<file path="config.mk">
export PLATFORM = sky130hd
export DESIGN_NAME = core_step_ctrl
export DESIGN_NICKNAME = d
export VERILOG_FILES = /design/src/rtl/core_step_ctrl.sv
export SDC_FILE = /design/constraint.sdc
export NUM_CORES = 1
export LEC_CHECK = 0
export CORE_ASPECT_RATIO = 0.8
export CORE_MARGIN = 2
export CORE_UTILIZATION = 35
export DETAILED_ROUTE_END_ITERATION = 8
export PLACE_DENSITY = 0.47
export SYNTH_ARGS = -nofsm -noshare
export SYNTH_HDL_FRONTEND = slang
export SYNTH_SLANG_ARGS = --single-unit
</file>
<file path="constraint.sdc">
create_clock -name CLK -period 3.57 [get_ports CLK]
set_input_delay 0.357 -clock CLK [delete_from_list [all_inputs] [get_ports CLK]]
set_output_delay 0.357 -clock CLK [all_outputs]
set_load 0.05 [all_outputs]
</file>
<file path="src/rtl/core_step_ctrl.sv">
// core_step_ctrl: run/halt/single-step controller that gates a soft core via
// a clock enable. It also handles three debounced push buttons, a
// breakpoint halt input, and holds the core in reset after power-up.

// Button conditioner: two-flop synchronizer, stability-window debouncer and
// a one-cycle pulse on every debounced press (release gives nothing).
module core_step_ctrl_deb #(
  parameter int DEB_CYCLES = 12000
) (
  input  logic CLK,
  input  logic RST_N,
  input  logic btn_raw,
  output logic press_ev
);

  localparam int CW = $clog2(DEB_CYCLES + 1);
  localparam logic [CW-1:0] CNT_LAST = CW'(DEB_CYCLES - 1);

  logic          meta_q, meta_d;
  logic          sync_q, sync_d;
  logic          level_q, level_d;
  logic          ev_q, ev_d;
  logic [CW-1:0] cnt_q, cnt_d;

  // The level follows the synchronized input only after it has disagreed for a full window
  always_comb begin
    meta_d  = btn_raw;
    sync_d  = meta_q;
    level_d = level_q;
    cnt_d   = '0;
    if (sync_q != level_q) begin
      if (cnt_q == CNT_LAST) begin
        level_d = sync_q;
      end else begin
        cnt_d = cnt_q + 1'b1;
      end
    end
    ev_d = level_d & ~level_q;
  end

  // Conditioner state registers
  always_ff @(posedge CLK or negedge RST_N) begin
    if (!RST_N) begin
      meta_q  <= 1'b0;
      sync_q  <= 1'b0;
      level_q <= 1'b0;
      ev_q    <= 1'b0;
      cnt_q   <= '0;
    end else begin
      meta_q  <= meta_d;
      sync_q  <= sync_d;
      level_q <= level_d;
      ev_q    <= ev_d;
      cnt_q   <= cnt_d;
    end
  end

  assign press_ev = ev_q;

endmodule

// Top level: button conditioning, reset sequencing, the run/halt/step FSM,
// the slow-run divider and the core-cycle counter.
module core_step_ctrl #(
  parameter int DEB_CYCLES = 12000,
  parameter int SLOW_DIV   = 12000000,
  parameter int RST_CYCLES = 16
) (
  input  logic        CLK,
  input  logic        RST_N,
  input  logic        btn_run,
  input  logic        btn_step,
  input  logic        btn_speed,
  input  logic        halt_req,
  output logic        core_ce,
  output logic        core_rst,
  output logic [1:0]  state,
  output logic        slow,
  output logic [15:0] step_count
);

  localparam logic [1:0] ST_RESET = 2'd0;
  localparam logic [1:0] ST_HALT  = 2'd1;
  localparam logic [1:0] ST_RUN   = 2'd2;
  localparam logic [1:0] ST_STEP  = 2'd3;

  localparam int DW = $clog2(SLOW_DIV);
  localparam logic [DW-1:0] DIV_LAST = DW'(SLOW_DIV - 1);
  localparam int RW = $clog2(RST_CYCLES + 1);
  localparam logic [RW-1:0] RST_LAST = RW'(RST_CYCLES - 1);

  logic          run_ev, step_ev, speed_ev;
  logic          ce_w;
  logic          rst_meta_q, rst_meta_d;
  logic          rst_sync_q, rst_sync_d;
  logic [1:0]    state_q, state_d;
  logic          slow_q, slow_d;
  logic [DW-1:0] div_q, div_d;
  logic [RW-1:0] rst_cnt_q, rst_cnt_d;
  logic [15:0]   step_count_q, step_count_d;

  core_step_ctrl_deb #(.DEB_CYCLES(DEB_CYCLES)) u_deb_run (
    .CLK(CLK), .RST_N(RST_N), .btn_raw(btn_run), .press_ev(run_ev)
  );

  core_step_ctrl_deb #(.DEB_CYCLES(DEB_CYCLES)) u_deb_step (
    .CLK(CLK), .RST_N(RST_N), .btn_raw(btn_step), .press_ev(step_ev)
  );

  core_step_ctrl_deb #(.DEB_CYCLES(DEB_CYCLES)) u_deb_speed (
    .CLK(CLK), .RST_N(RST_N), .btn_raw(btn_speed), .press_ev(speed_ev)
  );

  // Core enable is decoded purely from registers so it cannot glitch on button activity
  always_comb begin
    ce_w = (state_q == ST_STEP) ||
           ((state_q == ST_RUN) && (!slow_q || (div_q == DIV_LAST)));
  end

  // Next-state logic: reset hold, run/halt/step decisions, speed toggle, divider and counter
  always_comb begin
    rst_meta_d   = 1'b1;
    rst_sync_d   = rst_meta_q;
    state_d      = state_q;
    slow_d       = slow_q;
    div_d        = div_q;
    rst_cnt_d    = '0;
    step_count_d = step_count_q;

    case (state_q)
      ST_RESET: begin
        if (rst_sync_q) begin
          if (rst_cnt_q == RST_LAST) begin
            state_d = ST_HALT;
          end else begin
            rst_cnt_d = rst_cnt_q + 1'b1;
          end
        end
      end
      ST_HALT: begin
        if (run_ev && !halt_req) begin
          state_d = ST_RUN;
          div_d   = '0;
        end else if (step_ev) begin
          state_d = ST_STEP;
        end
      end
      ST_STEP: begin
        state_d = ST_HALT;
      end
      ST_RUN: begin
        if (run_ev || halt_req) begin
          state_d = ST_HALT;
        end
        if (slow_q) begin
          div_d = (div_q == DIV_LAST) ? '0 : div_q + 1'b1;
        end
      end
      default: begin
        state_d = ST_RESET;
      end
    endcase

    if (speed_ev && (state_q != ST_RESET)) begin
      slow_d = ~slow_q;
      div_d  = '0;
    end

    if (state_q == ST_RESET) begin
      step_count_d = '0;
    end else begin
      step_count_d = step_count_q + {15'd0, ce_w};
    end
  end

  // Controller registers; the reset release walks through a two-flop synchronizer first
  always_ff @(posedge CLK or negedge RST_N) begin
    if (!RST_N) begin
      rst_meta_q   <= 1'b0;
      rst_sync_q   <= 1'b0;
      state_q      <= ST_RESET;
      slow_q       <= 1'b0;
      div_q        <= '0;
      rst_cnt_q    <= '0;
      step_count_q <= '0;
    end else begin
      rst_meta_q   <= rst_meta_d;
      rst_sync_q   <= rst_sync_d;
      state_q      <= state_d;
      slow_q       <= slow_d;
      div_q        <= div_d;
      rst_cnt_q    <= rst_cnt_d;
      step_count_q <= step_count_d;
    end
  end

  // Output decodes of the registered state
  always_comb begin
    core_ce    = ce_w;
    core_rst   = (state_q == ST_RESET);
    state      = state_q;
    slow       = slow_q;
    step_count = step_count_q;
  end

endmodule
</file>
Word level (Yosys, flattened, before mapping). Cells that the tools add are included. Widths: inputs -> output; s select.

Output and inout port bits: 21. Word-level logic and storage cells: 92. Input port bits: 6. Memory bits (writable): 0. Memory bits (read-only): 0. Flip-flop bits (word level): 104. Latch bits: 0. Memories kept: 0.

Eq/ne operators: 17. Add/subtract/negate cells: 6. Div/mod/pow operators: 0. Reduce and logical (&&, ||, !) cells: 13. Shift operators: 0. Multiplexer cells: 27. $lt $le $gt $ge: 0. $mul: 0. Bitwise gates (word level): 7.

Operators by type and width (number): $mux 24 (4); $mux 14 (6); $pmux 24 s2 (1); $add 14x1->14 const B (3); $eq 14x14->1 const B (3); $add 24x1->24 const B (1); $eq 24x24->1 const B (1); $add 16x1->16 (1); $mux 16 (1); $mux 5 (3); $mux 2 (5); $pmux 2 s4 (1); $mux 1 (6); $ne 2x1->1 const B (3); $ne 3x2->1 const B (2); $add 5x1->5 const B (1); $eq 5x4->1 const B (1); $eq 2x2->1 const B (2); $not 1->1 (4); $reduce_and 4->1 (1); $and 1x1->1 (3); $logic_and 1x1->1 (3); $logic_or 1x1->1 (3); $ne 1x1->1 (3); 7 further kinds (8).

Depth between registers and ports, before layout.
Depth after elaboration: 6. Depth in mapped cells: 10.

Hierarchy. Synthesis repeated with hierarchy kept, for this count alone.

Cell total of the unflattened synthesis: 501. Area total of the unflattened synthesis: 5177.5 um^2.

Modules (own cells, without submodules): core_step_ctrl (cells each 276, area an instance 2640.0 um^2, instances 1, seq. area each 1251.2 um^2); core_step_ctrl_deb (cells each 75, area an instance 845.8 um^2, instances 3, seq. area each 450.4 um^2).

Worst setup path before layout. OpenSTA, ideal clock, no wires.

Kind: register -> register. From: register div_q[15]. To: register step_count_q[15] (netlist: step_count[15]). Stages on the path, launching flop included: 11. Clock period less this slack: 3394 ps. Required time: 3492 ps. Setup slack: 176 ps. Arrival: 3316 ps. Path buffers: 1. Cell sequence: dfrtp_1 > buf_6 > or4b_1 > nor4_4 > a21oi_1 > nor2_1 > ha_1 > and3_1 > nand3_1 > or3_1 > a21oi_1.

Longest elaborated chain between the ends: 6.

RTL lines: from (decl) (RTL line 98) `logic [DW-1:0] div_q, div_d;`; from (signal assigned) (RTL line 191) `div_q <= div_d;`; $eq 24x24->1 (RTL line 117) `((state_q == ST_RUN) && (!slow_q || (div_q == DIV_LAST)));`; $logic_or 1x1->1 (RTL line 117); $logic_and 1x1->1 (RTL line 117); $logic_or 1x1->1 (RTL line 116) `ce_w = (state_q == ST_STEP) ||`; net core_ce (RTL line 75) `output logic core_ce,`; $add 16x1->16 (RTL line 172) `step_count_d = step_count_q + {15'd0, ce_w};`; $mux 16 (RTL line 169) `if (state_q == ST_RESET) begin`; net step_count_d[15] (RTL line 100) `logic [15:0] step_count_q, step_count_d;`; to (signal assigned) (RTL line 193) `step_count_q <= step_count_d;`; to (decl) (RTL line 100).

The timed path passes the listed nets, and every way through them passes these cells. A chain may end at the register's enable or synchronous reset.

Worst setup path in the final report.
From: register div_q[15]. To: output core_ce.

Longest elaborated chain between the ends: 4.

RTL lines (RTL line): $eq 24x24->1 (117); $logic_or 1x1->1 (117); $logic_and 1x1->1 (117); $logic_or 1x1->1 (116); to (decl) (75).

Every way passes these cells.

==> impl_results.md <==
- Via density per instance: approximately 5.0
- Met3 Resource Use GR: 0.0421
- Routability congestion estimate: approximately 0.75
- Pre-antenna DRT Iters: 4
- Placed insts: 703
- Synth Register Bits: between 100 and 150
- Setup Buffers After CTS: 0
- Pwr per Cell Area: approximately 400 mW/mm2
- Total core area: approximately 0.014 mm2
- Max cap viols: 0
- Worst IR drop on VDD: 0.000250 V
- DP Wirelength: 6.61 mm
- Area of the multi-input gates: between 0.002 and 0.0025 mm2
- Post-layout min period: ~3.3 ns
- Share of cells above drive strength 1: 0.0918
- FP Rows: 39
- # DRC: 0
- Post-CTS sizing: 0
- H-tree Lvls: 3
- First-pass GRT wire length: approximately 17 mm
- Mapped Cells: around 500
- GR Overflow Total: 0
- CTS max path bufs: 2
- Routed WL: 9.82 mm
- Vias in the first global route: around 3400
- # setup viols final: 0
- Async S/R FF share, synth: 1.00
- Leak: 0.00242 uW
- Clock Sinks: around 100
- Antenna viol nets, final: 0
- Crit path DAT: a little under 3 ns
- Worst path required time: between 3 and 4 ns
- Filler cells: 1379
- CTS tree: yes
- Final Util: 0.407
- Syn nets: between 500 and 600
- M2 GR Usage: 0.198
- Max Freq: 306 MHz
- All-layer global routing usage: 0.142
- Antenna cell count: 0
- Actual slew at the worst max-slew pin: roughly 0.66 ns
- Worst-Skew Late Latency: ~0.35 ns
- Critical path class: reg2out
- Final Hold Vio Count: 0
- CTS buffer count: 9
- Synthesized area: around 0.0050 mm2
- Hold Crit Class: in2async
- Crit path capture type: output pin
- RSZ-0062 raised after global routing: false
- Final worst path period share: 0.916
- Sequential area share after synthesis: 0.519
- Die height: approximately 110 um
- Storage element area: 0.00260 mm2
- Reg clk slew, reported paths: ~0.07 ns
- Commonest non-fill, non-tap cell in the layout: dfrtp_1
- Syn avg cell area: about 10 um2
- Yosys warning count: 0
- DR iter-0 viols: about 200
- Crit-path max FO: 9
- Reg2Reg Capture Point: step_count[15]
- Vias: 3573
- Most frequent cells in the layout: dfrtp_1 (104), nor2_1 (79), nand2_1 (45), nand3_1 (40), xor2_1 (35)
- Initial antenna violation count: 0
- Root buf cell: clkbuf_16
- Ys flop type: dfrtp_1
- GR peak layer: met1
- CTS Hold Bufs: 0
- Final Max Slew Viols: 0
- Reg-to-Reg Start: div_q[15]
- DP Worst Slack: 0.637 ns
- Max-Slew Margin vs Limit: 0.558
- Final std cells w/o fill: a little over 700
- Nets: roughly 540
- Reg-to-reg setup timing slack: 0.64 ns
- Worst r2r path cells: 9
- Post-synth EDFFs: 0
- Layout Skew: between 0.007 and 0.008 ns
- GR Util met1: 0.209
- Status: completed
- Die X: 138 um
- Setup TNS: 0 ns
- Synth-to-layout area growth: 14.9%
- Die ar.: ~0.015 mm2
- I/O pin cnt: 27
- WL per Instance: roughly 14 um
- Largest net degree at the start of global routing: 48
- Synth unique cells: 53
- CP Launch Type: register
- Fin worst setup slack: about 0.30 ns
- Starting Density: 0.354
- Critical Path Start: div_q[15]
- Port Buf Inserts: 26
- Total power draw: ~2300 uW
-- cell families (layout without fill, tap and decap cells) --
family / Yosys count / count (layout) / synth area share
buffers and inverters: 23 / 58 / 0.0235
XOR/XNOR: 63 / 63 / 0.110
multiplexers: 4 / 4 / 0.00898
other: 1 / 1 / 0.000748
AND/OR/NAND/NOR: 252 / 252 / 0.262
AO/OA/AOI/OAI: 45 / 45 / 0.0586
adder cells (fa/ha/maj): 7 / 7 / 0.0175
flip-flops: 104 / 104 / 0.519
-- worst max-delay path, stage by stage (launching register included) --
cell	delay, ns
dfrtp_1	0.47
or4b_1	0.54
nor4_4	0.37
a21oi_1	0.11
nor2_1	0.21
clkdlybuf4s50_1	0.86
-- synthesized netlist by cell type, types with 2 or more instances --
cell	number	share of area
dfrtp_1	104	0.52
nor2_1	79	0.059
nand2_1	45	0.034
nand3_1	40	0.040
xor2_1	35	0.061
xnor2_1	28	0.049
and3_1	13	0.016
nor4_1	12	0.015
o21ai_0	12	0.012
a21oi_1	10	0.010
inv_1	10	0.0075
a31oi_1	9	0.011
clkbuf_1	8	0.0060
nand4_1	8	0.010
and4_1	7	0.012
ha_1	7	0.017
a41oi_1	6	0.010
nor3_1	6	0.0060
or2_2	6	0.0075
buf_6	4	0.0090
mux2_2	4	0.0090
nor2_2	4	0.0050
nor3b_1	4	0.0060
nand2b_1	3	0.0037
and2_1	2	0.0025
nand3b_1	2	0.0030
nor2b_1	2	0.0025
o211ai_1	2	0.0030
or3_1	2	0.0025
or4b_1	2	0.0040
-- registers in the layout, summed over array words and instances, names as in the netlist, 2 cells and up --
| register | count |
|---|---|
| div_q | 24 |
| rst_cnt_q | 5 |
| step_count | 16 |
| u_deb_run.cnt_q | 14 |
| u_deb_speed.cnt_q | 14 |
| u_deb_step.cnt_q | 14 |
| state | 2 |
-- where the power goes --
part | leakage, uW | internal [uW] | switching (uW) | total, uW
sequential | 0.00142 | 1190 | 14.9 | 1210
combinational | 0.000863 | 25.3 | 56.5 | 81.8
clock | 0.000139 | 558 | 423 | 982
total | 0.00242 | 1780 | 495 | 2270
-- how the worst max path moves through the flow --
| stage | to | cells after the start | slack (ns) |
|---|---|---|---|
| floorplan | step_count[15] | 10 | 0.18 |
| global placement | step_count[15] | 9 | 0.70 |
| detailed placement | step_count[15] | 9 | 0.64 |
| CTS | core_ce | 5 | 0.26 |
| global route | core_ce | 5 | 0.17 |
| finish | core_ce | 5 | 0.30 |
-- layer usage --
layer | vias up | wire length (um)
met1 | 1731 | 5090
met2 | 48 | 4230
met4 | 0 | 142
met3 | 10 | 365
li1 | 1784 | -
met5 | - | 0
-- final cells by class --
type,count,area share
Sequential cell,104,0.452
Multi-Input combinational cell,372,0.398
Timing Repair Buffer,33,0.0538
Clock buffer,12,0.0428
Tap cell,184,0.0399
Clock inverter,3,0.00738
Inverter,10,0.00651
-- per-stage QoR --
stage	hold slack, ns	cell area, um2
3_5_place_dp	0.335	5470
4_1_cts	0.0249	5760
2_1_floorplan	0.0614	5010
6_report	0.00184	5760
5_1_grt	0.0394	5760
3_3_place_gp	0.333	5470
Power figures use the tool's default switching activity.
